**src/rtl/dds_key_tuner.sv**
```systemverilog
// dds_key_tuner: key-edited frequency setpoint driving a DDS phase accumulator, waveform ROM address and DAC select.
// Optional PHASE_DITHER_EN adds LFSR dither to the truncated phase bits ahead of rom_addr and the saw/triangle fields.
module dds_key_tuner #(
    parameter int PHASE_W   = 32,
    parameter int ADDR_W    = 11,
    parameter int DATA_W    = 8,
    parameter int FREQ_W    = 20,
    parameter int DIGITS    = 6,
    parameter int F_MIN     = 50,
    parameter int F_MAX     = 25000,
    parameter int F_INIT    = 50,
    parameter int TW_PER_HZ = 86
) (
    input  logic               clk,
    input  logic               rst,
    input  logic [4:0]         key_in,
    input  logic               run,
    input  logic               phase_clr,
    input  logic [DATA_W-1:0]  rom_q,
    output logic [ADDR_W-1:0]  rom_addr,
    output logic [DATA_W-1:0]  dac_value,
    output logic [FREQ_W-1:0]  freq_hz,
    output logic [PHASE_W-1:0] tuning_word,
    output logic [DIGITS-1:0]  digit_sel,
    output logic [1:0]         mode
);
    localparam int IW = DIGITS > 1 ? $clog2(DIGITS) : 1;
    localparam logic [PHASE_W-1:0] TW = PHASE_W'(TW_PER_HZ);

    logic [4:0]         key_q, rise;
    logic               armed;
    logic [IW-1:0]      idx, idx_nxt;
    logic [31:0]        step;
    logic               up_ok, dn_ok, do_inc, do_dec;
    logic [PHASE_W-1:0] phase;
    logic [ADDR_W-1:0]  pt;
    logic [DATA_W-1:0]  saw, tri_v, gen, gen_q;
    logic [1:0]         mode_q;

    // armed stays low for the first cycle so keys held through reset never fire
    assign rise      = armed ? key_in & ~key_q : 5'b0;
    assign digit_sel = DIGITS'(1) << idx;

    always_comb begin
        step = 32'd1;
        for (int i = 1; i < DIGITS; i++)
            if (i <= int'(idx)) step = step * 32'd10;
    end

    assign up_ok  = 33'(freq_hz) + 33'(step) <= 33'(F_MAX);
    assign dn_ok  = 33'(freq_hz) >= 33'(step) + 33'(F_MIN);
    assign do_inc = rise[0] & ~rise[1] & up_ok;
    assign do_dec = rise[1] & ~rise[0] & dn_ok;

    assign idx_nxt = (rise[2] & ~rise[3]) ? (idx == IW'(DIGITS - 1) ? '0 : idx + IW'(1)) :
                     (rise[3] & ~rise[2]) ? (idx == '0 ? IW'(DIGITS - 1) : idx - IW'(1)) : idx;

    always_ff @(posedge clk or posedge rst) begin
        if (rst) begin
            key_q       <= '0;
            armed       <= 1'b0;
            freq_hz     <= FREQ_W'(F_INIT);
            idx         <= '0;
            mode        <= '0;
            tuning_word <= PHASE_W'(F_INIT * TW_PER_HZ);
        end else begin
            key_q       <= key_in;
            armed       <= 1'b1;
            freq_hz     <= do_inc ? freq_hz + FREQ_W'(step) : do_dec ? freq_hz - FREQ_W'(step) : freq_hz;
            idx         <= idx_nxt;
            mode        <= mode + 2'(rise[4]);
            tuning_word <= PHASE_W'(freq_hz) * TW;
        end
    end

    always_ff @(posedge clk or posedge rst) begin
        if (rst) phase <= '0;
        else if (phase_clr) phase <= '0;
        else if (run) phase <= phase + tuning_word;
    end

`ifdef PHASE_DITHER_EN
    localparam int DW = (PHASE_W - ADDR_W) < 16 ? (PHASE_W - ADDR_W) : 16;
    logic [15:0] lfsr;
    always_ff @(posedge clk or posedge rst) begin
        if (rst) lfsr <= 16'hACE1;
        else if (run) lfsr <= {lfsr[14:0], lfsr[15] ^ lfsr[13] ^ lfsr[12] ^ lfsr[10]};
    end
    assign pt = ADDR_W'((phase + PHASE_W'(lfsr[DW-1:0])) >> (PHASE_W - ADDR_W));
`else
    assign pt = phase[PHASE_W-1 -: ADDR_W];
`endif

    assign saw   = pt[ADDR_W-1 -: DATA_W];
    assign tri_v = pt[ADDR_W-2 -: DATA_W] ^ {DATA_W{pt[ADDR_W-1]}};
    assign gen   = mode == 2'd1 ? {DATA_W{phase[PHASE_W-1]}} : mode == 2'd2 ? saw : tri_v;

    // generated waveforms ride a register alongside the ROM read so all modes share one latency
    always_ff @(posedge clk or posedge rst) begin
        if (rst) begin
            rom_addr  <= '0;
            gen_q     <= '0;
            mode_q    <= '0;
            dac_value <= '0;
        end else begin
            rom_addr  <= pt;
            gen_q     <= gen;
            mode_q    <= mode;
            dac_value <= mode_q == 2'd0 ? rom_q : gen_q;
        end
    end
endmodule

```
**config.mk**
```make
export PLATFORM = sky130hd
export DESIGN_NAME = dds_key_tuner
export DESIGN_NICKNAME = d
export VERILOG_FILES = /design/src/rtl/dds_key_tuner.sv
export SDC_FILE = /design/constraint.sdc
export NUM_CORES = 1
export LEC_CHECK = 0
export ABC_CLOCK_PERIOD_IN_PS = 12130
export CAP_MARGIN = 20
export CORE_MARGIN = 1
export CORE_UTILIZATION = 50
export DETAILED_ROUTE_END_ITERATION = 8
export GPL_TIMING_DRIVEN = 0
export PLACE_DENSITY = 0.79
export SETUP_SLACK_MARGIN = 0.05
export SYNTH_ARGS = -nofsm -noshare
export SYNTH_HDL_FRONTEND = slang
export SYNTH_SLANG_ARGS = --single-unit
export TNS_END_PERCENT = 30
```
**constraint.sdc**
```tcl
create_clock -name clk -period 12.13 [get_ports clk]
set_clock_uncertainty 0.05 [all_clocks]
set_input_delay 1.213 -clock clk [delete_from_list [all_inputs] [get_ports clk]]
set_output_delay 1.213 -clock clk [all_outputs]
set_load 0.01 [all_outputs]
```
# Yosys cells after proc, flatten, opt, wreduce, memory -nomap -nowiden
# Cells that the tools add are included.
totals:
  reg_bits: 118
  inputBits: 17
  output_inout_bits: 79
  word_cells: 70
classes:
  n_addsub: 8
  n_mul: 5
  order_cmp: 7
  eq_ne: 3
  shift: 1
  muxes: 17
  bitwise: 13
  n_reduce_logical: 5
op_table:
  columns: ["op", "count"]
  rows:
  - ["two-way mux 32 bit", 6]
  - ["multiplier 32 x 3 -> 31 bit (second input constant)", 4]
  - ["two-way mux 20 bit", 2]
  - ["adder 20 x 32 -> 33 bit", 1]
  - ["adder 32 x 6 -> 33 bit (second input constant)", 1]
  - [">= comparator 20 x 33 -> 1 bit", 1]
  - ["less-or-equal comparator 33 x 15 -> 1 bit (second input constant)", 1]
  - ["adder 32 x 27 -> 32 bit", 1]
  - ["multiplier 20 x 6 -> 26 bit (second input constant)", 1]
  - ["two-way mux 8 bit", 3]
  - ["adder 20 bit", 1]
  - ["subtractor 20 bit", 1]
  - ["two-way mux 3 bit", 4]
  - ["XOR 8 bit", 1]
  - ["AND 1 bit", 6]
  - ["less-or-equal comparator 2 x 3 -> 1 bit (first input constant)", 2]
  - ["less-or-equal comparator 3 bit (first input constant)", 2]
  - ["nonzero test 2 bit", 3]
  - ["left shift 1 x 3 -> 6 bit (first input constant)", 1]
  - ["AND 5 bit", 1]
  - ["two-way mux 5 bit", 1]
  - ["NOT 5 bit", 1]
  - ["two-way mux 4 bit", 1]
  - ["NOT 1 bit", 4]
  - ["other kinds (9)", 9]

# Logic depth before layout (Yosys ltp)
logic_depth:
  depth_word: 15
  mapped_depth: 49
  ltp_nobuf: 45

# Worst setup path after synthesis
# Ideal clock, no wire load.
synth_timing:
  kind: "register -> register"
  start: "register idx[2]"
  end: "register freq_hz[18]"
  setup_ns: 0.127
  arrival_ns: 10.398
  required_time_ns: 11.953
  setup_slack_ns: 1.554
  stages_incl_launch_ff: 44
  path_buffers: 4
  synth_period_minus_slack_ns: 10.576
  cell_sequence: "dfrtp_1 buf_6 clkbuf_1 or4_1 ha_1 clkbuf_1 mux2i_1 inv_1 ha_1 ha_1 fa_1 a21o_1 a2111oi_4 xor2_1 a21oi_1 ha_1 ha_1 a21o_1 [... 8 more ...] nand4_1 nor4_1 o2111ai_1 or4b_1 a311o_1 clkbuf_1 nand2_1 xnor2_1 ha_1 or3_1 o31a_1 a211o_1 a21oi_1 o21ai_0 a21oi_1 o21ai_0 xor2_1 mux2_1"
synth_via:
  elab_chain_len: 14
  word_cells_on_any_way: 25
  cone_classes: "add/sub (4); mul (4); order compare (7); mux (7); bitwise (2); reduce/logical (1)"
synth_lines:
  columns: ["element", "line", "text"]
  rows:
  - ["start: declaration", "32", "logic [IW-1:0] idx, idx_nxt;"]
  - ["start signal: assignment", "70", "idx <= idx_nxt;"]
  - ["less-or-equal comparator 1 x 3 -> 1 bit", "47", "if (i <= int'(idx)) step = step * 32'd10;"]
  - ["two-way mux 4 bit", "47", null]
  - ["multiplier 32 x 3 -> 31 bit", "47", null]
  - ["two-way mux 32 bit", "47", null]
  - ["multiplier 32 x 3 -> 31 bit", "47", null]
  - ["two-way mux 32 bit", "47", null]
  - ["multiplier 32 x 3 -> 31 bit", "47", null]
  - ["two-way mux 32 bit", "47", null]
  - ["multiplier 32 x 3 -> 31 bit", "47", null]
  - ["two-way mux 32 bit (*)", "47", null]
  - ["adder 20 x 32 -> 33 bit / adder 32 x 6 -> 33 bit (equally long branches)", "50, 51", null]
  - ["less-or-equal comparator 33 x 15 -> 1 bit / >= comparator 20 x 33 -> 1 bit (equally long branches)", "50, 51", null]
  - ["AND 1 bit, on equally long branches", "52, 53", null]
  - ["two-way mux 20 bit / nonzero test 2 bit (equally long branches)", null, null]
  - ["end signal: assignment", "62", "freq_hz <= FREQ_W'(F_INIT);"]
  - ["end signal: assignment", "69", "freq_hz <= do_inc ? freq_hz + FREQ_W'(step) : do_dec ? freq_hz - FREQ_W'(step) : freq_hz;"]
  - ["end: declaration", "22", "output logic [FREQ_W-1:0] freq_hz,"]
# Every way passes the cells marked *; elsewhere a longest branch is shown, timed or not. The select of a mux whose other input is x is not followed.
# A chain may end at the register's enable or synchronous reset.

# Worst setup path after layout
# Same ends and word-level chain as after synthesis.

==> results.cfg <==
[run_status]
status = complete, but fails checks
violations = design-rule violations

[setup_path]
slowest_stage = o221ai_1
crit_required_ps = 12380
end_kind = flop
cp.arrival_ps = 11740
criticalPathCategory = flop to flop
cp_slowest_stage_delay_ps = 810
cpMostUsedCell = ha_1
start_kind = flop
path_max_fanout = 12

[grt]
grt_pass1_wl_mm = 52.5
grt_overflow = 0
grt_max_degree = 88
grtUsageTotal_pct = 23.8
grt_pass1_vias = 11300
antenna_found_initial = 0

[synth]
avgSynthCellArea_um2 = 8.88
synth-edff-count = 0
ys.flop_type = dfrtp_1
ys_seq_area_share_pct = 22.0
synth.distinct_cells = 96
ys_warn_count = 0
syn_inst = 1500
synth-simple-area-share_pct = 14.9
synth_top_family_by_area = adder cells
synth_compound_area_share_pct = 19.7
synth_area_mm2 = 0.0133
synth.mux.area_fraction_pct = 4.55
async_reset_ff_share_pct = 100
synth_adder_area_share_pct = 25.9
ys_seq_elements = 117
synth_xor_xnor_area_share_pct = 7.03

[floorplan]
die-area_mm2 = 0.0273
start_util_pct = 51.0
num_rows = 59
die_x_um = 165
die_h_um = 165
core_area_mm2 = 0.0261
num_io_pins = 96

[detailed_routing]
ant_nets = 0
first_pass_iters = 7
drc = 22
via_per_inst = 5.83
post_drt_wl_per_cell_um = 16.1
drtIter0Drc = 702
wirelength_mm = 31.7
vias = 11500

[final_layout]
antennaDiodeCount = 0
num-nets-final = 1883
layout_commonest_cell = ha_1
utilization_pct = 58.9
fin_cells = 1967
most-common-layout-cells = ha_1, inv_1, dfrtp_1
area_delta_synth_final_pct = 15.5
drive_gt1_share_pct = 8.70

[job]
max-cap-violations = 0

[timing]
relSlewSlack_pct = 32.0
max_freq_mhz = 87.1
drv_slew = 0
fin_crit_sh_pct = 94.7
setup_violations = 0
tightest_slew_ps = 1020
final_hold_viol_count = 0
period_needed_ps = 11490
rsz0062_at_grt = no

[clocking]
cts_max_path_buffers = 2
cts-buffers-inserted = 17
cts_tree = done
cts_root_buf = clkbuf_16
clock-sinks = 117
postCtsHoldBufs = 0
htree_levels = 4
clock_latency_ps = 430
clk_pin_slew_ps = 60

[place]
dp.cells = 1931
dp_hpwl_mm = 24.6
portBuffers = 89
routabilityCongestion = 0.919

[hold_path]
hold_path.class = flop to flop
[registers in the layout, indices dropped and copies added, names as in the netlist]
register and cells:
phase 31, tuning_word 26, freq_hz 20, rom_addr 11, dac_value 8, gen_q 8, key_q 5, idx 3
mode 2, mode_q 2, armed 1
[cells in the mapped netlist (10+ instances only)]
library cell	number	share of area, %
ha_1	209	20
inv_1	144	4.1
dfrtp_1	109	20
nor2_1	108	3.0
a21oi_1	99	3.7
nand2_1	99	2.8
xnor2_1	76	5.0
o21ai_0	73	2.7
fa_1	38	5.7
nand3_1	38	1.4
a21o_1	37	2.1
xor2_1	31	2.0
mux2i_1	28	2.1
nand2b_1	25	1.2
nor3_1	25	0.94
clkbuf_1	24	0.68
a211oi_1	21	1.2
mux2_2	21	1.8
nor2b_1	18	0.85
o21bai_1	18	1.0
a31oi_1	15	0.70
and3_1	15	0.70
o21a_1	12	0.68
a211o_1	10	0.66
nand4_1	10	0.47
[logic make-up after synthesis]
logic type	Yosys count
AOI/OAI and AO/OA	377
buffers and inverters	189
muxes	57
xor gates and xnor gates	107
adders and majority gates	254
other	2
and+or+nand+nor	397
DFF	117
[worst max-delay path, delay by kind of cell, from the launching register on]
family	cells	cell delay (ps)
AO/OA/AOI/OAI	18	4750
XOR/XNOR	3	430
adder cells (fa/ha/maj)	8	2660
buffers and inverters	5	850
flip-flops	1	490
multiplexers	3	760
AND/OR/NAND/NOR	7	1370
[worst paths after layout]
path | start | to | slack [ps] | cells after the start
max | idx[2]$_DFFE_PP0P_ | freq_hz[18]$_DFFE_PP0P_ | 640 | 44
min | phase[31]$_DFFE_PP0P_ | rom_addr[10]$_DFF_PP0_ | 320 | 0
max reg2reg | idx[2]$_DFFE_PP0P_ | freq_hz[18]$_DFFE_PP0P_ | 640 | 44
min reg2reg | phase[31]$_DFFE_PP0P_ | rom_addr[10]$_DFF_PP0_ | 320 | 0
max in group asynchronous | rst | tuning_word[12]$_DFF_PP1_ | 10190 | 3
min in group asynchronous | rst | armed$_DFF_PP0_ | 1070 | 2
[cell type report]
cell class	count	area [µm²]
Fill cell	2271	10700
Multi-Input combinational cell	1200	9720
Sequential cell	117	2940
Timing Repair Buffer	95	956
Inverter	145	549
Clock buffer	17	425
Tap cell	335	419
Buffer	43	229
Clock inverter	15	160
[per-layer routing]
metal / up-vias / wire, µm / global-route usage (%)
li1: 5593 / - / -
met1: 5548 / 13600 / 28.1
met2: 269 / 16400 / 44.3
met3: 52 / 991 / 2.62
met4: 0 / 680 / 8.30
met5: - / 0 / 0
[metrics by stage]
stage	setup slack (ps)	TNS (ps)	area [µm²]	hold slack (ps)
final	645	0	15400	323
after CTS	170	0	15300	323
after global routing	71.3	0	15400	338
after detailed placement	-352	-754	14700	309
after floorplan	1550	0	13300	302
after global placement	-207	-339	14700	307
[repair_timing]
action	CTS	global route
resized for setup	3	16
buffers inserted	2	3
pin swaps	1	1
gates cloned	0	0
setup endpoints to repair	3	7
Power is left out: the tool's default activity adds up to more than one toggle a clock period on the data nets, which glitch-free logic cannot reach.
